## config.mk

```make
export PLATFORM = sky130hd
export DESIGN_NAME = match_window_counter
export DESIGN_NICKNAME = d
export VERILOG_FILES = /design/src/rtl/match_window_counter.sv
export SDC_FILE = /design/constraint.sdc
export NUM_CORES = 1
export LEC_CHECK = 0
export CAP_MARGIN = 25
export CORE_ASPECT_RATIO = 1.25
export CORE_MARGIN = 3
export CORE_UTILIZATION = 40
export CTS_CLUSTER_SIZE = 24
export DETAILED_ROUTE_END_ITERATION = 8
export SLEW_MARGIN = 20
export SYNTH_ARGS = -nofsm -noshare
export SYNTH_HDL_FRONTEND = slang
export SYNTH_SLANG_ARGS = --single-unit
```

## constraint.sdc

```tcl
create_clock -name clk -period 2.93 [get_ports clk]
set_input_delay 0.4395 -clock clk [delete_from_list [all_inputs] [get_ports clk]]
set_output_delay 0.4395 -clock clk [all_outputs]
set_load 0.01 [all_outputs]
```

## src/rtl/match_window_counter.sv

```systemverilog
// Counts rising edges of the detector match flag over programmable back-to-back
// windows, reporting the final count and a threshold alarm at each window end.
module match_window_counter #(
  parameter int CNT_W = 8,
  parameter int WIN_W = 16
) (
  input  logic             clk,
  input  logic             rst,
  input  logic             en,
  input  logic             y,
  input  logic [WIN_W-1:0] win_len,
  input  logic [CNT_W-1:0] thresh,
  output logic [CNT_W-1:0] live_count,
  output logic [CNT_W-1:0] count_out,
  output logic             count_valid,
  output logic             alarm,
  output logic             busy
);

  typedef enum logic [1:0] {IDLE, RUN, REPORT} state_t;

  localparam logic [CNT_W-1:0] CNT_MAX = '1;

  state_t           state, state_nxt;
  logic [WIN_W-1:0] timer, timer_nxt, win_eff;
  logic [CNT_W-1:0] live_nxt, live_inc, cnt_nxt;
  logic             cv_nxt, alarm_nxt, y_q, ev;

  assign ev       = y & ~y_q;
  assign win_eff  = (win_len == '0) ? WIN_W'(1) : win_len;
  // Saturating increment: sticks at all-ones instead of wrapping.
  assign live_inc = (ev && live_count != CNT_MAX) ? live_count + CNT_W'(1) : live_count;

  always_comb begin
    state_nxt = state;
    timer_nxt = timer;
    live_nxt  = live_count;
    cnt_nxt   = count_out;
    alarm_nxt = alarm;
    cv_nxt    = 1'b0;
    case (state)
      IDLE: begin
        live_nxt = '0;
        if (en) begin
          state_nxt = RUN;
          timer_nxt = win_eff;
        end
      end
      RUN: begin
        if (!en) begin
          state_nxt = IDLE;
          timer_nxt = '0;
          live_nxt  = '0;
        end else begin
          live_nxt  = live_inc;
          timer_nxt = timer - WIN_W'(1);
          if (timer == WIN_W'(1)) begin
            state_nxt = REPORT;
            cnt_nxt   = live_inc;
            alarm_nxt = (live_inc >= thresh);
            cv_nxt    = 1'b1;
          end
        end
      end
      REPORT: begin
        if (en) begin
          state_nxt = RUN;
          timer_nxt = win_eff;
          // An edge seen during the report cycle opens the next window's count.
          live_nxt  = CNT_W'(ev);
        end else begin
          state_nxt = IDLE;
          live_nxt  = '0;
        end
      end
      default: begin
        state_nxt = IDLE;
        timer_nxt = '0;
        live_nxt  = '0;
      end
    endcase
  end

  always_ff @(posedge clk) begin
    if (rst) begin
      state       <= IDLE;
      timer       <= '0;
      y_q         <= 1'b0;
      live_count  <= '0;
      count_out   <= '0;
      count_valid <= 1'b0;
      alarm       <= 1'b0;
      busy        <= 1'b0;
    end else begin
      state       <= state_nxt;
      timer       <= timer_nxt;
      y_q         <= y;
      live_count  <= live_nxt;
      count_out   <= cnt_nxt;
      count_valid <= cv_nxt;
      alarm       <= alarm_nxt;
      busy        <= (state_nxt != IDLE);
    end
  end

endmodule

```

==> impl_metrics.yaml <==
place:
  hpwl_mm: 4.830
  gp_congestion: 0.8197
  numPortBuffers: 46
  pre_cts_slack_ns: 0.09599
  dpl_cell_area_sq_um: 2814
  place_inst: 387
cts:
  clkTransAtPathRegs_ns: 0.08
  clk_path_buf_depth: 2
  cts_made_buffers: 5
  postCtsHoldBufs: 0
  clkSinkCount: 38
  h-tree-depth: 2
  clk_latency_ns: 0.29
  cts_tree: "yes"
  cts_root_buf: "clkbuf_8"
  post_cts_buffers: 0
  cts_resized: 0
power:
  power.leakage_nw: 1.160
  p_per_area_nw_per_um2: 444.4
  vdd_drop_max_v: 0.0002295
finish:
  n_fill_cell: 496
  stdcell_count: 395
  area_growth_pct: 28.74
  antenna_cells: 0
  multi_input_area_sq_um: 1354
  seq_area_sq_um: 760.7
  drive_above_1_share_pct: 8.408
  fin_nets: 375
  fin_area_sq_um: 2909
synth:
  synth_cells: 283
  synth_cell_types: 49
  synth_edf_count: 0
  yosysWarnings: 0
  syn_area_sq_um: 2260
  async_flop_share_pct: 0
  synthTopCellsByCount: "39 x nor2_1, 38 x dfxtp_1, 23 x inv_1"
  synth_area_leaders: "dfxtp_1 34%, ha_1 8.3%, nor2_1 6.5%, inv_1 3.8%, nand2_1 3.7%"
  synth_top_area_cell: "dfxtp_1"
  ys_seq_area_share_pct: 33.67
  synth_most_common_cell: "nor2_1"
  synth_top_area_share_pct: 33.67
  ys.flop_type: "dfxtp_1"
  ys_ff_latch: 38
  syn_nets: 326
  syn_area_per_cell_sq_um: 7.985
global_routing:
  antenna_found_initial: 0
  gr-total-overflow: 0
  grt_pass1_vias: 2164
  grt_pass1_wl_mm: 10.24
  track_usage_pct: 19.70
  grt_max_degree: 19
routing:
  vias_per_cell: 5.605
  totalWireLength_mm: 6.337
  drt_iter0_drc: 100
  dr.pass1.iters: 4
  ant_nets: 0
  drt-wirelength-per-cell_um: 16.04
  vias: 2214
  drc: 0
worst_setup_path:
  cp_max_fo: 4
  worstSetupPathType: "reg2reg"
  r2r_slack_ns: 0.34
  end_kind: "flip-flop"
  critPathCapture: "alarm"
  startpoint: "live_count[0]"
  r2r-end: "alarm"
  setup.worst_path.start_class: "flip-flop"
  rr_startpoint: "live_count[0]"
  crit_arrival_ns: 2.77
  r2r.worst_path.cells: 10
  cp.required_ns: 3.11
timing:
  hold_viol: 0
  finalCritPeriodShare_pct: 88.41
  fin_skew_ns: 0.003318
  fin_ws_ns: 0.3396
  slew_violations: 0
  worstMarginPinSlew_ns: 0.8110
  fin_tns_setup_ns: 0
  timing.fmax_mhz: 386.0
  grt_setup_unrepaired: "false"
  period_minus_slack_ns: 2.590
  maxSlewHeadroom_pct: 45.52
  setup_viol: 0
worst_hold_path:
  hp-start: "count_out[2]"
  hp-class: "reg2reg"
die:
  initial_core_util_pct: 42.95
  dieHeight_um: 90.03
  die_w_um: 73.23
  coreArea_sq_um: 5261
  rows: 29
  dieArea_sq_um: 6592
  ioPinCount: 47
run:
  drv_cap: 0
status:
  run_status: "completed"
## kinds of logic (layout without fill, tap and decap cells)
kind of cell               count (synthesis)  count (layout)  synth area share (%)
AOI/OAI and AO/OA                         58              58                 17.33
xor gates and xnor gates                  13              13                 5.039
adders and majority gates                 15              15                 8.306
buffers and inverters                     37              87                 6.423
DFF                                       38              38                 33.67
muxes                                      3               3                 1.384
and+or+nand+nor                          119             119                 27.85
## registers in the layout, summed over array words and instances (netlist names)
signal	count
count_valid	1
alarm	1
y_q	1
count_out	8
timer	16
state	2
busy	1
live_count	8
## routing by layer
metal  routed length (um)  part of all wire [%]  GRT usage (%)  vias to the layer above
li1                     -                     -              -                     1114
met1                 2642                    42          21.97                     1022
met2                 3242                    51          36.34                       70
met3                  354                   5.6          3.237                        8
met4                   98                   1.5          6.462                        0
met5                    0                     0              0                        -
## how the worst min path moves through the flow
stage | endpoint | slack (ns) | cells past startpoint
after floorplan | timer[12] | 0.47 | 2
final | count_out[2] | 0.46 | 2
after global placement | count_out[6] | 0.44 | 2
after CTS | count_out[2] | 0.46 | 2
after global routing | count_out[6] | 0.49 | 2
after detailed placement | count_out[2] | 0.45 | 2
## area by class of cell
type / instances / share of cell area [%]
multi-input combinational: 208 / 46.54
sequential: 38 / 26.15
timing repair buffer: 56 / 18.41
inverter: 23 / 2.968
clock buffer: 6 / 2.839
tap: 62 / 2.667
clock inverter: 2 / 0.4301
## placed cells by master (no fill, tap or decap), types with 3 or more instances in the layout
cell type	synthesis	layout
clkbuf_8	0	6
nor4_1	12	12
xnor2_1	6	6
clkdlybuf4s50_1	0	46
or2_2	3	3
a22oi_1	4	4
dfxtp_1	38	38
nor3_1	12	12
inv_1	23	23
nand3_1	3	3
a211oi_1	5	5
nor2_1	39	39
buf_4	1	10
nand2_1	22	22
a21oi_1	12	12
ha_1	15	15
nand2b_1	3	3
a222oi_1	6	6
nand4_1	5	5
xor2_1	7	7
o21ai_0	16	16
## through the flow
stage | util (%) | total power [mW] | hold WS [ns]
finish | 55.29 | 1.293 | 0.4606
global route | 55.29 | 1.362 | 0.4860
CTS | 55.29 | 1.300 | 0.4638
detailed placement | 53.48 | 0.9117 | 0.4513
global placement | 53.48 | 0.9094 | 0.4418
floorplan | - | 0.8078 | 0.4669
## critical path, stage by stage, from the launching register on
cell	delay (ns)
dfxtp_1	0.41
ha_1	0.24
nand3_1	0.10
o21ai_0	0.36
xnor2_1	0.20
inv_1	0.10
ha_1	0.27
nand2b_1	0.13
a2111oi_0	0.43
o311a_1	0.20
nor3_1	0.04
## report_power, final
| group | switching [mW] | internal (mW) |
|---|---|---|
| Clock | 0.200 | 0.189 |
| Sequential | 0.0386 | 0.544 |
| Combinational | 0.171 | 0.150 |
| Total | 0.410 | 0.883 |
(Power assumes the default switching activity.)
